`src/rtl/refund_dispenser.sv`:
```
// rtl/refund_dispenser.sv - greedy two-denomination refund dispenser with jam timeout
module refund_dispenser #(
    parameter int MONEY_WIDTH    = 8,
    parameter int NOTE_HIGH      = 20,
    parameter int NOTE_LOW       = 10,
    parameter int COUNT_WIDTH    = 4,
    parameter int TIMEOUT_CYCLES = 255
) (
    input  logic                   clock,
    input  logic                   nReset,
    input  logic [MONEY_WIDTH-1:0] inputMoney,
    input  logic                   cancelRequest,
    input  logic                   dispenseReady,
    output logic                   dispenseValid,
    output logic                   dispenseNoteHigh,
    output logic                   busy,
    output logic                   refundDone,
    output logic [COUNT_WIDTH-1:0] numberOfHighNotes,
    output logic [COUNT_WIDTH-1:0] numberOfLowNotes,
    output logic [MONEY_WIDTH-1:0] remainder,
    output logic                   jamFault
);

    // Stall counter only needs to count up to TIMEOUT_CYCLES-1; the edge that
    // would reach TIMEOUT_CYCLES is the one that declares the jam.
    localparam int STALL_WIDTH = (TIMEOUT_CYCLES > 2) ? $clog2(TIMEOUT_CYCLES) : 1;
    localparam logic [STALL_WIDTH-1:0] STALL_LAST = STALL_WIDTH'(TIMEOUT_CYCLES - 1);
    localparam logic [MONEY_WIDTH-1:0] HIGH_VALUE = MONEY_WIDTH'(NOTE_HIGH);
    localparam logic [MONEY_WIDTH-1:0] LOW_VALUE  = MONEY_WIDTH'(NOTE_LOW);
    localparam logic [COUNT_WIDTH-1:0] COUNT_MAX  = '1;

    typedef enum logic [1:0] {IDLE, DISPENSE, DONE} state_t;

    state_t                 state;
    logic [MONEY_WIDTH-1:0] balance;
    logic [STALL_WIDTH-1:0] stallCount;
    logic [MONEY_WIDTH-1:0] offeredValue;
    logic [MONEY_WIDTH-1:0] afterNote;

    // A note is only ever offered when balance covers it, so this never underflows.
    assign offeredValue = dispenseNoteHigh ? HIGH_VALUE : LOW_VALUE;
    assign afterNote    = balance - offeredValue;

    // Refund sequencer; all outputs are registered and precomputed for the next cycle.
    always_ff @(posedge clock or negedge nReset) begin
        if (!nReset) begin
            state             <= IDLE;
            balance           <= '0;
            stallCount        <= '0;
            dispenseValid     <= 1'b0;
            dispenseNoteHigh  <= 1'b0;
            busy              <= 1'b0;
            refundDone        <= 1'b0;
            numberOfHighNotes <= '0;
            numberOfLowNotes  <= '0;
            remainder         <= '0;
            jamFault          <= 1'b0;
        end else begin
            refundDone <= 1'b0;
            case (state)
                IDLE: begin
                    if (cancelRequest) begin
                        state             <= DISPENSE;
                        busy              <= 1'b1;
                        balance           <= inputMoney;
                        stallCount        <= '0;
                        numberOfHighNotes <= '0;
                        numberOfLowNotes  <= '0;
                        remainder         <= '0;
                        jamFault          <= 1'b0;
                        dispenseValid     <= (inputMoney >= LOW_VALUE);
                        dispenseNoteHigh  <= (inputMoney >= HIGH_VALUE);
                    end
                end
                DISPENSE: begin
                    if (!dispenseValid) begin
                        // Nothing dispensable left (zero or sub-note refund).
                        state      <= DONE;
                        refundDone <= 1'b1;
                        remainder  <= balance;
                    end else if (dispenseReady) begin
                        balance    <= afterNote;
                        stallCount <= '0;
                        if (dispenseNoteHigh) begin
                            if (numberOfHighNotes != COUNT_MAX)
                                numberOfHighNotes <= numberOfHighNotes + 1'b1;
                        end else begin
                            if (numberOfLowNotes != COUNT_MAX)
                                numberOfLowNotes <= numberOfLowNotes + 1'b1;
                        end
                        if (afterNote >= LOW_VALUE) begin
                            dispenseNoteHigh <= (afterNote >= HIGH_VALUE);
                        end else begin
                            // Last note taken: finish straight away so refundDone
                            // lands in the cycle right after it.
                            dispenseValid    <= 1'b0;
                            dispenseNoteHigh <= 1'b0;
                            state            <= DONE;
                            refundDone       <= 1'b1;
                            remainder        <= afterNote;
                        end
                    end else if (stallCount == STALL_LAST) begin
                        dispenseValid    <= 1'b0;
                        dispenseNoteHigh <= 1'b0;
                        jamFault         <= 1'b1;
                        state            <= DONE;
                        refundDone       <= 1'b1;
                        remainder        <= balance;
                    end else begin
                        stallCount <= stallCount + 1'b1;
                    end
                end
                DONE: begin
                    state <= IDLE;
                    busy  <= 1'b0;
                end
                default: begin
                    state <= IDLE;
                    busy  <= 1'b0;
                end
            endcase
        end
    end

endmodule

```
`config.mk`:
```
export PLATFORM = sky130hd
export DESIGN_NAME = refund_dispenser
export DESIGN_NICKNAME = d
export VERILOG_FILES = /design/src/rtl/refund_dispenser.sv
export SDC_FILE = /design/constraint.sdc
export NUM_CORES = 1
export LEC_CHECK = 0
export CAP_MARGIN = 20
export CORE_MARGIN = 5
export CORE_UTILIZATION = 53
export CTS_BUF_LIST = sky130_fd_sc_hd__clkbuf_16
export DETAILED_ROUTE_END_ITERATION = 16
export PLACE_DENSITY = 0.78
export SETUP_SLACK_MARGIN = 0.3
export SYNTH_ARGS = -nofsm -noshare
export SYNTH_HDL_FRONTEND = slang
export SYNTH_SLANG_ARGS = --single-unit
```
`constraint.sdc`:
```
create_clock -name clock -period 6.2 [get_ports clock]
set_clock_uncertainty 0.1 [all_clocks]
set_input_delay 0.62 -clock clock [delete_from_list [all_inputs] [get_ports clock]]
set_output_delay 0.62 -clock clock [all_outputs]
set_load 0.005 [all_outputs]
```
==> summary.txt <==
Cells and area
  • Filler instances: 352
  • Proportion of layout cells with a drive suffix above 1: 7.04%
  • Post-route core utilization: 67.8%
  • Area taken by multi-input logic gates: 1130 sq um
  • FF/Latch Area: 976 sq um
  • Net count reported at finish: 290
  • Layout-stage area growth over the synthesis result: 23.6%
  • Antenna diodes: 0
  • Final non-filler cell total: 320

Clocking
  • Longest Clk Path Bufs: 2
  • Clock transition time at the flip-flop clock pins of the worst setup and hold paths: 0.06 ns
  • Number of gates resized after cts: 0
  • CTS sink cnt: 39
  • CTS H-tree lvls: 2
  • Hold buffer count at CTS: 0
  • TritonCTS clock tree: yes
  • Clock Latency Late Sink: 0.28 ns
  • CTS Buf Count: 5
  • Clock Tree Root: sky130_fd_sc_hd__clkbuf_16
  • Number of buffers inserted to repair setup after CTS: 0

Detailed routing
  • Post-route DRC violation count: 0
  • Remaining number of nets flagged by the antenna check after routing: 0
  • Total wire length after detailed routing: 5210 um
  • 1st-pass router iterations: 4
  • DR vias: 1859
  • Per-cell routed wire length: 16.3 um
  • Iteration-0 DRC Markers: 171
  • Avg Vias per Cell: 5.81

Timing
  • Count of endpoints failing setup in the final report: 0
  • Hold Slack: 0.336 ns
  • Setup TNS Final: 0 ns
  • Worst slew margin relative to its limit: 44.6%
  • Share of the clock period used by the worst path after layout: 50.7%
  • Pin slew with the least headroom to its limit: 0.831 ns
  • Setup repair after global routing missed its margin: false
  • Fin crit period: 3.15 ns
  • Final Hold Vio Count: 0
  • Max-slew violation total from the final report: 0
  • Highest achievable clock rate: 318 MHz

Die
  • Number of top-level pins: 33
  • Starting density of the core: 54.8%
  • Vert. Die Dim: 74.3 um
  • Area of the core region: 4000 sq um
  • Row count: 23
  • DIE AREA: 5520 sq um
  • Die X: 74.3 um

Logic synthesis
  • Top cell type's share of synthesized area: 44.5%
  • Post-synthesis instance total: 238
  • Complex-gate fraction of the synthesized area: 18.8%
  • Cell type with the largest total area after synthesis: sky130_fd_sc_hd__dfrtp_1
  • Post-synthesis instance area: 2190 sq um
  • Seq/Total Area, Yosys: 44.5%
  • Synthesized-area fraction occupied by adder cells: 5.48%
  • List of most frequent post-synthesis cells: sky130_fd_sc_hd__dfrtp_1 (39), sky130_fd_sc_hd__nand2_1 (30), sky130_fd_sc_hd__nor2_1 (23)
  • Avg Inst Size Synth: 9.21 sq um
  • Main area contributors after synthesis: sky130_fd_sc_hd__dfrtp_1 (45%), sky130_fd_sc_hd__nand2_1 (5.1%), sky130_fd_sc_hd__ha_1 (4.6%), sky130_fd_sc_hd__xor2_1 (4.0%), sky130_fd_sc_hd__nor2_1 (3.9%)
  • Multiplexer share of the synthesized area: 0.457%
  • Number of enable flip-flop cells after synthesis: 0
  • Main flop type after synthesis: sky130_fd_sc_hd__dfrtp_1
  • Largest family of logic cells by synthesized area: simple AND/OR/NAND/NOR gates
  • Area share of xor/xnor cells in the synthesized design: 5.19%
  • Synth warnings: 0
  • Most frequent cell after synthesis: sky130_fd_sc_hd__dfrtp_1
  • Number of distinct library cells after synthesis: 44
  • Simple-Gate Fraction of Synth Area: 21.7%
  • Post-Syn Nets: 259
  • Seq cells post-synth: 39
  • Proportion of synthesized flip-flops having asynchronous set or reset: 100%

GRT
  • Largest net degree at the start of global routing: 40
  • Global-route wire length before repair: 8800 um
  • Number of antenna violations at the first check in global routing: 0
  • Via count of the first global-routing pass: 1806
  • GRT Overall Usage: 21.2%
  • Total congestion overflow after global routing: 0

Status
  • Status: finished, final reports clean

Place
  • Count of port buffers added during placement: 32
  • Routability congestion estimate: 0.908
  • Placed cell count: 312
  • Detailed-placement wirelength estimate: 3810 um

Min path
  • Worst min path class: in2async

Power and ir drop
  • Share of power burned in combinational logic: 49.7%
  • Portion of total power attributed to sequential cells: 29.9%
  • Clock power frac: 20.4%
  • Worst IR drop on VDD: 284 uV
  • Leakage: 1.21 nW
  • Power density of the placed cells: 520 nW/um^2
  • Total internal power: 0.831 mW
  • Switching part of the total: 41.1%
  • Net switching component of the power: 0.579 mW

Setup path
  • Critical path class: reg2reg
  • Worst setup SP type: flop
  • Crit Path Max Fanout: 6
  • Required arrival time at the worst endpoint: 6.27 ns
  • Category of the worst setup path capture point: flop
  • Arr. time, crit path: 3.22 ns

Run
  • Max Cap Viol: 0
[final timing paths]
kind | start | to | slack, ns | cells past startpoint
hold / removal | nReset | numberOfLowNotes[0] | 0.34 | 1
min in group clock | remainder[0] | remainder[0] | 0.40 | 1
max in group asynchronous | nReset | remainder[6] | 5.14 | 1
setup reg to reg | dispenseNoteHigh | remainder[5] | 3.05 | 10
setup / recovery | dispenseNoteHigh | remainder[5] | 3.05 | 10
hold reg to reg | remainder[0] | remainder[0] | 0.40 | 1
[cell usage in the layout, fill, tap and decap left out, types with 3 or more instances in the layout]
cell                              count
sky130_fd_sc_hd__ha_1                 8
sky130_fd_sc_hd__nor2_1              23
sky130_fd_sc_hd__o22ai_1              3
sky130_fd_sc_hd__dfrtp_1             39
sky130_fd_sc_hd__nor3_1               6
sky130_fd_sc_hd__and3_1               5
sky130_fd_sc_hd__nand2b_1             3
sky130_fd_sc_hd__inv_1               12
sky130_fd_sc_hd__or2_2                3
sky130_fd_sc_hd__nand4_1              4
sky130_fd_sc_hd__a22o_1               5
sky130_fd_sc_hd__nand2_1             30
sky130_fd_sc_hd__a211oi_1             3
sky130_fd_sc_hd__a31oi_1              3
sky130_fd_sc_hd__nand3_1             13
sky130_fd_sc_hd__xnor2_1              3
sky130_fd_sc_hd__a221o_1              7
sky130_fd_sc_hd__o21ai_0             13
sky130_fd_sc_hd__clkbuf_16            5
sky130_fd_sc_hd__clkdlybuf4s50_1     31
sky130_fd_sc_hd__xor2_1              10
sky130_fd_sc_hd__o31a_1               3
sky130_fd_sc_hd__a21oi_1              7
[cell type report]
type / count / area share, %
timing repair buffer: 34 / 12.2
inverter: 12 / 1.66
clock buffer: 5 / 4.62
tap: 50 / 2.31
multi-input combinational: 177 / 41.8
clock inverter: 3 / 1.43
sequential: 39 / 36.0
[critical path, cell delays in order, from the launching register on]
cell                       delay [ns]
sky130_fd_sc_hd__dfrtp_1         0.46
sky130_fd_sc_hd__inv_1           0.13
sky130_fd_sc_hd__ha_1            0.25
sky130_fd_sc_hd__fa_1            0.47
sky130_fd_sc_hd__nor2b_4         0.15
sky130_fd_sc_hd__o21ai_1         0.09
sky130_fd_sc_hd__a22o_1          0.23
sky130_fd_sc_hd__o311ai_2        0.37
sky130_fd_sc_hd__nor3_4          0.07
sky130_fd_sc_hd__or4_4           0.44
sky130_fd_sc_hd__a32o_1          0.26
[flip-flops by register name (all words and copies together), names as in the netlist, 2 cells and up]
| signal | cells |
|---|---|
| balance | 8 |
| numberOfHighNotes | 4 |
| numberOfLowNotes | 4 |
| remainder | 8 |
| stallCount | 8 |
| state | 2 |
[stage by stage]
step | area (sq um) | total power [mW] | worst slack (ns)
4_1_cts | 2710 | 1.41 | 3.06
6_report | 2710 | 1.41 | 3.05
2_1_floorplan | 2190 | 0.888 | 3.26
3_3_place_gp | 2550 | 1.11 | 3.15
3_5_place_dp | 2550 | 1.11 | 3.07
5_1_grt | 2710 | 1.52 | 2.86
[power groups by stage]
| stage | combinational (mW) | sequential [mW] | clock, mW |
|---|---|---|---|
| after floorplan | 0.497 | 0.392 | 0 |
| after global routing | 0.774 | 0.436 | 0.307 |
| final | 0.700 | 0.422 | 0.288 |
| after CTS | 0.699 | 0.421 | 0.290 |
| after global placement | 0.686 | 0.420 | 0 |
| after detailed placement | 0.687 | 0.424 | 0 |
[cells by family after synthesis]
kind of cell	Yosys count
multiplexers	1
adder cells (fa/ha/maj)	9
XOR/XNOR	13
flip-flops	39
buffers and inverters	22
AND/OR/NAND/NOR	97
AO/OA/AOI/OAI	57
[layer usage]
layer	track usage, %	up-vias	wire [um]
met5	0	-	0
met1	29.0	883	2360
met3	5.14	10	338
met2	33.3	53	2400
li1	-	913	-
met4	6.72	0	104
Note: power is estimated with default switching activity, not from simulation.
